===== config.mk =====
export PLATFORM = sky130hd
export DESIGN_NAME = vga_sync_gen
export DESIGN_NICKNAME = d
export VERILOG_FILES = /design/src/rtl/vga_sync_gen.sv
export SDC_FILE = /design/constraint.sdc
export NUM_CORES = 1
export LEC_CHECK = 0
export BUFFER_PORTS_ARGS = -buffer_cell sky130_fd_sc_hd__buf_2
export CAP_MARGIN = 40
export CORE_MARGIN = 2
export CORE_UTILIZATION = 24
export CTS_CLUSTER_SIZE = 16
export DETAILED_ROUTE_END_ITERATION = 8
export PLACE_DENSITY_LB_ADDON = 0.05
export SLEW_MARGIN = 5
export SYNTH_ARGS = -nofsm -noshare
export SYNTH_HDL_FRONTEND = slang
export SYNTH_SLANG_ARGS = --single-unit

===== constraint.sdc =====
create_clock -name CLK -period 3.4 [get_ports CLK]
set_input_delay 0.34 -clock CLK [delete_from_list [all_inputs] [get_ports CLK]]
set_output_delay 0.34 -clock CLK [all_outputs]
set_load 0.03 [all_outputs]

===== src/rtl/vga_sync_gen.sv =====
// VGA raster timing source: column/row counters, porched sync, active flag.
// Optional frame counter output guarded by `VGA_FRAME_COUNT_EN`.
module vga_sync_gen #(
  parameter int TOTAL_COLS    = 800,
  parameter int TOTAL_ROWS    = 525,
  parameter int ACTIVE_COLS   = 640,
  parameter int ACTIVE_ROWS   = 480,
  parameter int H_FRONT_PORCH = 16,
  parameter int H_SYNC_PULSE  = 96,
  parameter int V_FRONT_PORCH = 10,
  parameter int V_SYNC_PULSE  = 2,
  parameter int COUNT_W       = 10
) (
  input  logic               CLK,
  input  logic               i_Reset,
  input  logic               i_Pix_En,
  output logic               o_HSync,
  output logic               o_VSync,
  output logic               o_Active,
  output logic               o_Frame_Start,
  output logic [COUNT_W-1:0] o_Col_Count,
  output logic [COUNT_W-1:0] o_Row_Count
`ifdef VGA_FRAME_COUNT_EN
  ,
  output logic [7:0]         o_Frame_Count
`endif
);

  localparam logic [COUNT_W-1:0] COL_LAST =
    COUNT_W'(TOTAL_COLS - 1);
  localparam logic [COUNT_W-1:0] ROW_LAST =
    COUNT_W'(TOTAL_ROWS - 1);
  localparam logic [COUNT_W-1:0] ACT_C =
    COUNT_W'(ACTIVE_COLS);
  localparam logic [COUNT_W-1:0] ACT_R =
    COUNT_W'(ACTIVE_ROWS);
  localparam logic [COUNT_W-1:0] HS_BEG =
    COUNT_W'(ACTIVE_COLS + H_FRONT_PORCH);
  localparam logic [COUNT_W-1:0] HS_END =
    COUNT_W'(ACTIVE_COLS + H_FRONT_PORCH + H_SYNC_PULSE);
  localparam logic [COUNT_W-1:0] VS_BEG =
    COUNT_W'(ACTIVE_ROWS + V_FRONT_PORCH);
  localparam logic [COUNT_W-1:0] VS_END =
    COUNT_W'(ACTIVE_ROWS + V_FRONT_PORCH + V_SYNC_PULSE);

  logic               run;
  logic [COUNT_W-1:0] col;
  logic [COUNT_W-1:0] row;
  logic [COUNT_W-1:0] nxt_col;
  logic [COUNT_W-1:0] nxt_row;
  logic               wrap;
  logic               enter;
  logic               hsync;
  logic               vsync;
  logic               active;
  logic               frame_start;

  // Next raster position; idle always resumes at (0,0)
  always_comb begin
    nxt_col = '0;
    nxt_row = '0;
    wrap    = (col == COL_LAST) && (row == ROW_LAST);
    enter   = !run || wrap;
    if (run) begin
      if (col == COL_LAST) begin
        nxt_col = '0;
        nxt_row = (row == ROW_LAST) ? '0 : row + 1'b1;
      end else begin
        nxt_col = col + 1'b1;
        nxt_row = row;
      end
    end
  end

  // Raster state and flags, all decoded from the next position
  always_ff @(posedge CLK) begin
    if (i_Reset) begin
      run         <= 1'b0;
      col         <= '0;
      row         <= '0;
      hsync       <= 1'b1;
      vsync       <= 1'b1;
      active      <= 1'b0;
      frame_start <= 1'b0;
    end else begin
      frame_start <= 1'b0;
      if (i_Pix_En) begin
        run         <= 1'b1;
        col         <= nxt_col;
        row         <= nxt_row;
        active      <= (nxt_col < ACT_C) &&
                       (nxt_row < ACT_R);
        hsync       <= !((nxt_col >= HS_BEG) &&
                         (nxt_col < HS_END));
        vsync       <= !((nxt_row >= VS_BEG) &&
                         (nxt_row < VS_END));
        frame_start <= enter;
      end
    end
  end

`ifdef VGA_FRAME_COUNT_EN
  logic [7:0] frame_cnt;

  // Counts completed frames; the start-up (0,0) entry is not counted
  always_ff @(posedge CLK) begin
    if (i_Reset) begin
      frame_cnt <= '0;
    end else if (i_Pix_En && run && wrap) begin
      frame_cnt <= frame_cnt + 8'd1;
    end
  end

  assign o_Frame_Count = frame_cnt;
`endif

  assign o_HSync       = hsync;
  assign o_VSync       = vsync;
  assign o_Active      = active;
  assign o_Frame_Start = frame_start;
  assign o_Col_Count   = col;
  assign o_Row_Count   = row;

endmodule

**Yosys cells after proc, flatten, opt, wreduce, memory -nomap -nowiden**

Index checks and enable logic that the tools add are counted.

- Bits in registers: 25
- Bits in latches: 0
- Bits in writable memories: 0
- Memory bits (read-only): 0
- Input port bits: 3
- Output and inout bits: 24
- Logic and storage cells: 32
- Memories: 0

- Add/subtract/negate cells: 2
- Multiply operators: 0
- Divide/modulo/power cells: 0
- Magnitude comparators: 6
- Equal/unequal tests: 2
- Shifts and indexed selects: 0
- Multiplexer cells: 5
- Bitwise logic cells: 1
- Reduce and logical (&&, ||, !) cells: 9

Operator list:

| cell | count |
|---|---|
| two-way mux 10 bit | 5 |
| adder 10 x 1 -> 10 bit (second input constant) | 2 |
| == test 10 bit (second input constant) | 2 |
| < comparator 10 bit (second input constant) | 2 |
| < comparator 10 x 9 -> 1 bit (second input constant) | 2 |
| greater-or-equal comparator 10 bit (second input constant) | 1 |
| greater-or-equal comparator 10 x 9 -> 1 bit (second input constant) | 1 |
| logical AND 1 bit | 4 |
| zero test 1 bit | 3 |
| OR reduction 2 bit | 1 |
| logical OR 1 bit | 1 |
| inverter 1 bit | 1 |

**Logic depth before layout (Yosys ltp)**

- Word-level depth: 7
- Gate-level depth with buffers: 9
- Gate-level depth less buffers: 8

**Worst setup path before layout**

OpenSTA, ideal clock, no wires.

- Kind: reg-to-reg
- Start: reg col[0] (netlist: o_Col_Count[0])
- End: reg row[6] (netlist: o_Row_Count[6])
- Setup time: 0.137 ns
- Arrival time: 2.012 ns
- Slack: 1.251 ns
- Stages on the path, launching flop included: 10
- Buffers on the path: 2
- Path through: dfxtp_1 > ha_1 > and4_1 > buf_6 > nand3_2 > o211ai_1 > buf_4 > a21oi_1 > o21ai_0 > o31ai_1

- Word-level cells in the longest chain between the ends: 3

Ends and longest elaborated chain:

| item | RTL line | text |
|---|---|---|
| start: declaration | 47 | `logic [COUNT_W-1:0] col;` |
| start signal: assignment | 89 | `col <= nxt_col;` |
| == test 10 bit | 65 | `if (col == COL_LAST) begin` |
| two-way mux 10 bit | 65 |  |
| two-way mux 10 bit | 64 | `if (run) begin` |
| end signal: assignment | 90 | `row <= nxt_row;` |
| end: declaration | 48 | `logic [COUNT_W-1:0] row;` |

Every way passes these cells.
A chain may end at the register's enable or synchronous reset.

**Final worst setup path**

- Start: reg col[0] (netlist: o_Col_Count[0])
- End: reg row[5] (netlist: o_Row_Count[5])

The elaborated chain is that of the path after synthesis.

==> results.json <==
{
  "status": "completed",
  "cts_made_buffers": 3,
  "post-cts-setup-buffer-count": 0,
  "mostFrequentLayoutCells": "buf_2, dfxtp_1, nor2_1",
  "clk_pin_slew_worst_paths_ns": 0.10,
  "area_growth_syn_to_layout_pct": 12.1,
  "placed_area_mm2": 0.00177,
  "leakagePower_nw": 0.675,
  "grt_pass1_wl_mm": 7.65,
  "hold_violations": 0,
  "die_w_um": 86.2,
  "worst_pin_slew_ns": 0.820,
  "start_util_pct": 25.2,
  "synth_edf_count": 0,
  "hold_buffers": 0,
  "required_ns": 3.55,
  "relSlewSlack_pct": 45.1,
  "ios": 27,
  "final_common_cell": "buf_2",
  "cts.path.max_buffers": 2,
  "hold_path_class": "input pin to flip-flop",
  "path_max_fanout": 11,
  "cts-root-buf": "clkbuf_8",
  "vdd_drop_max_mv": 0.0954,
  "setup_viol": 0,
  "cts_tree": "yes",
  "track_usage_pct": 13.1,
  "grt_overflow": 0,
  "ys.flop_type": "dfxtp_1",
  "numPortBuffers": 26,
  "async_flop_share_pct": 0,
  "grt_max_degree": 24,
  "cap_violations": 0,
  "synth_area_mm2": 0.00162,
  "endpoint_kind": "flip-flop",
  "synthesis.nets": 209,
  "nNetsFinal": 225,
  "fillerInstances": 699,
  "vias_per_cell": 5.27,
  "drive_above_1_share_pct": 18.8,
  "place.gp.congestion": 0.885,
  "htreeDepth": 1,
  "first_iter_violations": 89,
  "routed_wirelength_mm": 4.69,
  "final_max_slew_viol_count": 0,
  "dr.pass1.iters": 4,
  "path_cells": "ha_1 > and4_1 > nand3_2 > o211ai_1 > nor2b_1 > o21ai_0 > o31ai_1",
  "finalCritPeriodShare_pct": 77.7,
  "antenna_found_initial": 0,
  "fin_area_mm2": 0.00182,
  "rsz0062_at_grt": "no",
  "path_buf_inv": 0,
  "ys_seq_area_share_pct": 30.9,
  "drt-wirelength-per-cell_um": 15.9,
  "die_h_um": 86.2,
  "multiInputGateArea_mm2": 0.00102,
  "grt_pass1_vias": 1392,
  "ctsResizeCount": 0,
  "fin_skew_ns": 0.00712,
  "startpoint_type": "flip-flop",
  "synth_warnings": 0,
  "drc": 0,
  "rows": 29,
  "vias": 1554,
  "cts_sinks": 25,
  "synth-seq-cells": 25,
  "synthCells": 203,
  "powerDensity_mw_per_mm2": 289,
  "ant_nets": 0,
  "cp_slowest_cell": "o211ai_1",
  "hpwlAfterDp_mm": 3.37,
  "max_freq_mhz": 379,
  "seqCellArea_um2": 500,
  "synth_cell_types": 55,
  "fin_crit_ns": 2.64,
  "coreArea_mm2": 0.00642,
  "synth.avg_cell_area_um2": 7.98,
  "clk_latency_ns": 0.28,
  "dieArea_mm2": 0.00742,
  "path_class": "flip-flop to flip-flop",
  "arrival_ns": 2.79,
  "critPathTopFamily": "compound AO/OA/AOI/OAI gates",
  "antennaDiodeCount": 0,
  "finalSetupTns_ns": 0,
  "cpPeakStageDelay_ns": 0.73
}
cells by family (layout without fill, tap and decap cells):
kind of cell,Yosys count,after routing,synth area share [%]
AOI/OAI and AO/OA,57,57,22.8
xor gates and xnor gates,6,6,3.24
adders and majority gates,3,3,2.32
buffers and inverters,21,36,6.02
DFF,25,25,30.9
muxes,3,3,1.93
and+or+nand+nor,88,88,32.8
cell usage after synthesis (2+ instances only):
cell type  instances  area (um^2)
a21oi_1           13         65.1
a31oi_1            6         37.5
and3_1             4         25.0
and4_1             4         35.0
buf_2              5         25.0
clkbuf_1           6         22.5
dfxtp_1           25          500
ha_1               3         37.5
inv_1              6         22.5
mux2i_1            2         20.0
nand2_1           13         48.8
nand2b_1           4         25.0
nand3_1            8         40.0
nand3b_1           2         15.0
nand4_1            5         31.3
nand4_4            2         42.5
nor2_1            24         90.1
nor2b_1            3         18.8
nor3_1             4         20.0
nor3b_1            3         22.5
nor4_1             2         12.5
o211ai_1           2         15.0
o21ai_0           17         85.1
o31ai_1            4         30.0
o41ai_1            2         17.5
xnor2_1            5         43.8
routing by layer:
metal / GRT usage, % / part of all wire [%] / up-vias
li1: - / - / 779
met1: 18.7 / 49 / 744
met2: 19.8 / 47 / 27
met3: 2.60 / 3.2 / 4
met4: 3.61 / 1.0 / 0
met5: 0 / 0 / -
metrics by stage:
step / cells / worst slack (ns) / hold WS, ns / utilization (%) / power, mW
4_1_cts: 295 / 0.762 / 0.442 / 28.3 / 0.541
2_1_floorplan: 203 / 1.25 / 0.541 / - / 0.332
3_3_place_gp: 291 / 0.923 / 0.497 / 27.6 / 0.344
5_1_grt: 295 / 0.418 / 0.457 / 28.3 / 0.554
6_report: 295 / 0.759 / 0.447 / 28.3 / 0.526
3_5_place_dp: 291 / 0.787 / 0.518 / 27.6 / 0.344
worst reg2reg max path, cell delays in order, from the launching register on:
cell	delay (ns)
dfxtp_1	0.41
ha_1	0.34
and4_1	0.43
nand3_2	0.23
o211ai_1	0.73
nor2b_1	0.10
o21ai_0	0.18
o31ai_1	0.09
final cells by class:
type	count	area share, %
well taps	77	5.30
inverters	6	1.24
flip-flops and latches	25	27.5
multi-input cells	157	56.3
repair buffers	26	7.16
clock buffers	4	2.48
sequential cells by signal, summed over array words and instances (netlist names):
signal and cells:
o_Active 1, o_VSync 1, o_Col_Count 10, run 1, o_Row_Count 10, o_Frame_Start 1, o_HSync 1
report_power, final:
group	switching (mW)	internal [mW]
clock network	0.105	0.0841
logic	0.0261	0.0103
registers	0.00472	0.296
final timing paths:
path	from	to	slack (ns)	depth (start not counted)
worst min register to register	o_Active$_SDFFE_PP0P_	o_Active$_SDFFE_PP0P_	0.53	2
worst max register to register	o_Col_Count[0]$_SDFFE_PP0P_	o_Row_Count[5]$_SDFFE_PP0P_	0.76	7
worst max-delay path	o_Col_Count[0]$_SDFFE_PP0P_	o_Row_Count[5]$_SDFFE_PP0P_	0.76	7
worst min-delay path	i_Reset	run$_SDFFE_PP0P_	0.45	2
No activity file was read; power rests on OpenSTA's default activity.
